File: config.mk
export PLATFORM = sky130hd
export DESIGN_NAME = seq_control_unit
export DESIGN_NICKNAME = d
export VERILOG_FILES = /design/src/rtl/seq_cu_pkg.sv /design/src/rtl/seq_cu_decode.sv /design/src/rtl/seq_control_unit.sv
export SDC_FILE = /design/constraint.sdc
export NUM_CORES = 1
export LEC_CHECK = 0
export ABC_AREA = 1
export BUFFER_PORTS_ARGS = -buffer_cell sky130_fd_sc_hd__buf_4
export CAP_MARGIN = 20
export CORE_MARGIN = 2
export CORE_UTILIZATION = 31
export CTS_CLUSTER_SIZE = 10
export DETAILED_ROUTE_END_ITERATION = 10
export GPL_TIMING_DRIVEN = 0
export PLACE_DENSITY_LB_ADDON = 0.1
export SLEW_MARGIN = 10
export SYNTH_ARGS = -nofsm -noshare
export SYNTH_HDL_FRONTEND = slang
export SYNTH_HIERARCHICAL = 1
export SYNTH_SLANG_ARGS = --single-unit
File: constraint.sdc
create_clock -name clk -period 2.1 [get_ports clk]
set_input_delay 0.105 -clock clk [delete_from_list [all_inputs] [get_ports clk]]
set_output_delay 0.105 -clock clk [all_outputs]
set_load 0.005 [all_outputs]
File: src/rtl/seq_cu_pkg.sv
// Shared types and constants for the sequenced register-file/ALU controller.
package seq_cu_pkg;

    typedef enum logic [1:0] {
        FETCH  = 2'd0,
        LOAD_S = 2'd1,
        EXEC   = 2'd2,
        WRITE  = 2'd3
    } state_t;

    localparam logic [1:0] MODE_RR  = 2'b00;
    localparam logic [1:0] MODE_RI  = 2'b01;
    localparam logic [1:0] MODE_MV  = 2'b10;
    localparam logic [1:0] MODE_MVI = 2'b11;

    // ALU operation that forwards operand B unchanged (used by moves).
    localparam logic [2:0] ALU_PASSB = 3'd7;

    function automatic logic mode_is_alu(input logic [1:0] mode);
        return (mode == MODE_RR) || (mode == MODE_RI);
    endfunction

    function automatic logic mode_uses_imm(input logic [1:0] mode);
        return (mode == MODE_RI) || (mode == MODE_MVI);
    endfunction

endpackage

File: src/rtl/seq_cu_decode.sv
// Instruction field extraction, immediate zero-extension and write-back enable decode.
module seq_cu_decode
    import seq_cu_pkg::*;
#(
    parameter int unsigned DATA_W = 16,
    parameter int unsigned NREGS  = 8,
    localparam int unsigned RW    = $clog2(NREGS)
) (
    input  logic [DATA_W-1:0] ir,
    output logic [RW-1:0]     rx,
    output logic [RW-1:0]     ry,
    output logic [2:0]        op,
    output logic [1:0]        mode,
    output logic [DATA_W-1:0] i_out,
    output logic [NREGS-1:0]  wb_en_r,
    output logic              wb_err
);

    assign rx    = ir[DATA_W-1 -: RW];
    assign ry    = ir[DATA_W-1-RW -: RW];
    assign op    = ir[4:2];
    assign mode  = ir[1:0];
    assign i_out = DATA_W'(ir[DATA_W-1-2*RW : 5]);

    // rx can encode more registers than exist when NREGS is not a power of two.
    always_comb begin
        wb_en_r = '0;
        for (int unsigned i = 0; i < NREGS; i++) begin
            wb_en_r[i] = (32'(rx) == i);
        end
        wb_err = (32'(rx) >= NREGS);
    end

endmodule

File: src/rtl/seq_control_unit.sv
// Multi-cycle controller: fetches an instruction and sequences S/C/register loads.
module seq_control_unit
    import seq_cu_pkg::*;
#(
    parameter int unsigned DATA_W = 16,
    parameter int unsigned NREGS  = 8,
    parameter int unsigned CNT_W  = 16,
    localparam int unsigned RW    = $clog2(NREGS),
    localparam int unsigned MW    = $clog2(NREGS + 1)
) (
    input  logic              clk,
    input  logic              reset,
    input  logic              run,
    input  logic [DATA_W-1:0] d_in,
    output logic [2:0]        alu_sel,
    output logic [MW-1:0]     mux_sel,
    output logic [DATA_W-1:0] i_out,
    output logic              en_i,
    output logic              en_s,
    output logic              en_c,
    output logic [NREGS-1:0]  en_r,
    output logic              done,
    output logic              err,
    output logic [CNT_W-1:0]  instr_count
);

    state_t              state_q;
    state_t              state_d;
    logic [DATA_W-1:0]   ir_q;
    logic [RW-1:0]       rx;
    logic [RW-1:0]       ry;
    logic [2:0]          op;
    logic [1:0]          mode;
    logic [NREGS-1:0]    wb_en_r;
    logic                wb_err;

    seq_cu_decode #(
        .DATA_W (DATA_W),
        .NREGS  (NREGS)
    ) u_decode (
        .ir      (ir_q),
        .rx      (rx),
        .ry      (ry),
        .op      (op),
        .mode    (mode),
        .i_out   (i_out),
        .wb_en_r (wb_en_r),
        .wb_err  (wb_err)
    );

    // Everything advances only on run=1 edges; outputs hold while stalled.
    always_ff @(posedge clk or posedge reset) begin
        if (reset) begin
            state_q     <= FETCH;
            ir_q        <= '0;
            instr_count <= '0;
        end else if (run) begin
            state_q <= state_d;
            if (state_q == FETCH) begin
                ir_q <= d_in;
            end
            if (state_q == WRITE) begin
                instr_count <= instr_count + CNT_W'(1);
            end
        end
    end

    always_comb begin
        state_d = FETCH;
        alu_sel = '0;
        mux_sel = '0;
        en_i    = 1'b0;
        en_s    = 1'b0;
        en_c    = 1'b0;
        en_r    = '0;
        done    = 1'b0;
        err     = 1'b0;
        case (state_q)
            FETCH: begin
                en_i    = 1'b1;
                // Path length is chosen from the word being fetched, not the old ir_q.
                state_d = mode_is_alu(d_in[1:0]) ? LOAD_S : EXEC;
            end
            LOAD_S: begin
                mux_sel = MW'(rx);
                en_s    = 1'b1;
                state_d = EXEC;
            end
            EXEC: begin
                en_c    = 1'b1;
                mux_sel = mode_uses_imm(mode) ? MW'(NREGS) : MW'(ry);
                alu_sel = mode_is_alu(mode) ? op : ALU_PASSB;
                state_d = WRITE;
            end
            WRITE: begin
                done    = 1'b1;
                en_r    = wb_en_r;
                err     = wb_err;
                state_d = FETCH;
            end
            default: state_d = FETCH;
        endcase
    end

endmodule

; Word level (Yosys, flattened, before mapping)
; Cells that the tools add are included.
[totals]
in_bits = 19
rom_bits = 0
latch_bits = 0
mem_bits_rw = 0
mem_count = 0
ff_bits = 34
output_inout_bits = 52
elab_cells = 37
[classes]
bitwise = 0
mul = 0
n_mux = 11
add_sub_neg = 1
reduce_logical = 9
shift = 0
eq_ne = 13
order_cmp = 0
n_div = 0
[ops]
columns = operator, n
row1 = "adder 16 x 1 -> 16 bit, second input constant", 1
row2 = "== test 3 bit, second input constant", 4
row3 = two-way mux 8 bit, 1
row4 = one-hot mux 2 bit (4 select lines), 1
row5 = one-hot mux 4 bit (2 select lines), 1
row6 = "== test 2 x 1 -> 1 bit, second input constant", 3
row7 = "== test 2 bit, second input constant", 3
row8 = "== test 3 x 2 -> 1 bit, second input constant", 2
row9 = logical NOT 2 bit, 3
row10 = two-way mux 3 bit, 2
row11 = two-way mux 1 bit, 4
row12 = two-way mux 4 bit, 1
row13 = AND reduction 2 bit, 2
row14 = "== test 3 x 1 -> 1 bit, second input constant", 1
row15 = logical NOT 3 bit, 1
row16 = logical OR 1 bit, 3
row17 = two-way mux 2 bit, 1

; Logic depth before layout (Yosys ltp)
[logic_depth]
ltp_word = 4
mapped_depth = 8
depth_no_buf = 8

; By module
; The synthesis kept the hierarchy.
[modules_own_cells]
columns = module, cells_each, n_inst, area_per_inst_um2, seq_area_each_um2
row1 = seq_control_unit, 199, 1, 1853.0, 850.8
row2 = seq_cu_decode, 44, 1, 270.3, 0.0

; Worst setup path before layout
; OpenSTA, ideal clock, no wires.
[synth_timing]
kind = reg2reg
start = reg state_q[0]
end = reg ir_q[0]
setup_time_ns = 0.125
path_buffers = 1
t_required_ns = 1.975
arrival_time_ns = 1.274
stages_incl_launch_ff = 6
setup_slack_ns = 0.701
period_less_slack_ns = 1.399
cell_sequence = dfrtp_1 > inv_1 > ha_1 > nand2_4 > buf_6 > mux2_4
[synth_between]
elab_chain_len = 2
[synth_rtl]
columns = element, line_no
row1 = start: declaration, seq_control_unit.sv:27  ; state_t state_q;
row2 = start signal: assignment, seq_control_unit.sv:58  ; state_q <= state_d;
row3 = logical NOT 2 bit, seq_control_unit.sv:59  ; if (state_q == FETCH) begin
row4 = AND reduction 2 bit (no line), n/a
row5 = end signal: assignment, seq_control_unit.sv:60  ; ir_q <= d_in;
row6 = end: declaration, seq_control_unit.sv:29  ; logic [DATA_W-1:0] ir_q;
; No other way between the ends.
; A chain may end at the register's enable or synchronous reset.

; Worst setup path after layout
[layout_timing]
start = reg state_q[0]
end = out mux_sel[3]
[layout_between]
elab_chain_len = 2
elab_cells_between_ends = 3
classes_between = eq/ne: 2 / mux: 1
[layout_rtl]
columns = element, line_no
row1 = == test 2 bit / == test 2 x 1 -> 1 bit (equally long branches), seq_control_unit.sv:78  ; case (state_q)
row2 = one-hot mux 4 bit (2 select lines) (*), seq_control_unit.sv:78
row3 = end: declaration, seq_control_unit.sv:16  ; output logic [MW-1:0] mux_sel,
; Every way passes the cells marked *; elsewhere a longest branch is shown, timed or not.

==> summary.txt <==
largest net degree at the start of global routing = 35
P&R area growth vs syn = 32.4%
post-synth top area cell = dfrtp_1
slowest cell delay on critical path = 410 ps
Distinct cells, synth = 27
grt ovf = 0
post-layout min period = 1710 ps
DR WL/cell = 10.8 um
Die H = 86.8 um
max_cap viols = 0
FF+latch count, synth = 34
Rows = 30
Fmax = 0.586 GHz
top post-synthesis cells by count = nand2_1 (51), dfrtp_1 (34), inv_1 (30)
Post-Route Skew = 9.13 ps
async set-reset flop share out of synthesis = 100%
Slowest-stage cell, CP = dfrtp_1
CTS clock-pin slew for the worst setup and hold paths = 80 ps
hpwl dp = 3280 um
Period Utilization, post-route = 81.2%
min-delay src = d_in[4]
number of synthesized flops with an enable pin = 0
first-pass GRT wire length = 7250 um
critical path startpoint category = flip-flop
die width = 86.8 um
all-layer global routing usage = 12.3%
Ys Warns = 6
CTS Buf Count = 5
kind of cell adding the most delay to the critical path = buffers and inverters
final hold violations = 0
CP startpoint = state_q[0]
storage element area = 851 sq um
Layout Nets = 343
Via Count = 1616
ANT nets after route = 0
flop-to-flop setup slack = 560 ps
Top FF cell, synth = dfrtp_1
Hold WS = 38.7 ps
power per cell area = 1100 nW/um^2
H-tree depth = 2
setup TNS = 0 ps
Slew @ Worst Pin = 742 ps
die area = 7530 sq um
CTS sink count = 34
hold_buf cts = 1
Resize count post-CTS = 0
vias in the first global route = 1509
DR DRC count = 0
Final Max Slew Viols = 0
port buffer count = 57
fin util = 41.8%
Routability Congestion = 0.764
CTS tree = yes
Setup WS post-layout = 394 ps
Pleak = 1.52 nW
Seq/Total Area, Yosys = 40.1%
status = finished clean
R2R Path Start = state_q[0]
Avg Vias per Cell = 4.04
Pwr Total = 0.00309 W
Crit Path Class = reg2out
Mapped Avg Cell Area = 8.74 sq um
crit path max fanout = 6
clk root buf = clkbuf_8
post-CTS setup buffer count = 0
ANT cells = 0
RSZ-0062 raised after global routing = no
Netlist Area Pre-Place = 2120 sq um
Top cell by count, worst path = inv_1
Area contributors post-synth = dfrtp_1 (40%), buf_4 (10%), nand2_1 (9.0%)
antenna violations before repair = 0
HP Class = in2reg
Rel. slew slack = 50.5%
core outline area = 6720 sq um
Routed Wire Length = 4320 um
multi-input logic area = 946 sq um
peak supply drop = 0.331 mV
DRT iter0 DRCs = 54
DRT Pass-1 Iters = 4
Max clock buf depth = 2
fill count = 699
most frequent cell after synthesis = nand2_1
crit path capture type = output port
Final setup viols = 0
WP data arrival = 1600 ps
CP Buf/Inv Count = 3
share of cells above drive strength 1 = 40.6%
# IOs = 71
pre-CTS WS = 582 ps
initial core utilization = 31.6%
Critical Path RT = 2000 ps
Gate Count Post-Synth = 243
share of the synthesized area in the top cell type = 40.1%
clk_lat worst skew = 290 ps
crit-path cells = inv_1, ha_1, inv_1, nor3_1, buf_4
## power by group
group	internal, W	switching [W]	leakage [nW]
logic	0.000851	0.000586	1.04
clock network	0.000349	0.000254	0.0579
registers	0.000873	0.000180	0.417
## cell usage in the layout, fill, tap and decap left out, types with 2 or more instances in the layout
cell | synthesis | routed
clkinv_2 | 0 | 2
nor2_1 | 26 | 26
nand3_1 | 8 | 8
o21ai_0 | 2 | 2
nand2_2 | 2 | 2
inv_2 | 4 | 5
buf_4 | 29 | 86
nor2_2 | 2 | 2
nor3_1 | 3 | 3
inv_1 | 30 | 29
mux2_4 | 9 | 9
ha_1 | 5 | 5
dfrtp_1 | 34 | 34
a21oi_1 | 3 | 3
mux2_2 | 7 | 7
conb_1 | 1 | 12
xnor2_1 | 2 | 2
buf_6 | 2 | 2
xor2_1 | 5 | 5
nand4_1 | 4 | 4
nand3b_1 | 3 | 3
nand2_1 | 51 | 51
nand2_4 | 2 | 2
nor2_4 | 5 | 5
clkbuf_8 | 0 | 5
## registers in the layout, indices dropped and copies added (netlist names)
register     cells
instr_count     16
ir_q            16
state_q          2
## path summary, 6_finish.rpt
kind | endpoint | cells after the start
worst max-delay path | mux_sel[3] | 5
worst min-delay path | ir_q[4] | 2
worst max register to register | ir_q[8] | 5
worst min register to register | ir_q[10] | 1
max in group asynchronous | instr_count[2] | 3
min in group asynchronous | ir_q[8] | 3
## per-stage QoR
stage,std cells,cell area [sq um]
2_1_floorplan,254,2160
3_3_place_gp,391,2690
3_5_place_dp,391,2690
4_1_cts,400,2810
5_1_grt,400,2810
6_report,400,2810
## logic make-up after synthesis
kind of cell,share of synthesized area (%)
buffers and inverters,17.3
multiplexers,10.1
AO/OA/AOI/OAI,1.89
XOR/XNOR,2.89
AND/OR/NAND/NOR,24.6
other,0.177
adder cells (fa/ha/maj),2.95
flip-flops,40.1
## layout make-up
| cell class | count | area share, % |
|---|---|---|
| buffer | 31 | 8.54 |
| clock buffer | 5 | 2.45 |
| clock inverter | 3 | 1.42 |
| inverter | 34 | 4.54 |
| multi-input combinational | 155 | 33.6 |
| sequential | 34 | 30.3 |
| tap | 80 | 3.56 |
| timing repair buffer | 58 | 15.6 |
## per-layer routing
metal  track usage [%]  vias to the layer above  share of wire (%)
met4              4.69                        0                1.7
met5                 0                        -                  0
met2              18.7                       55                 44
li1                  -                      861                  -
met1              16.8                      693                 48
met3              3.24                        7                6.0
Power figures use the tool's default switching activity.
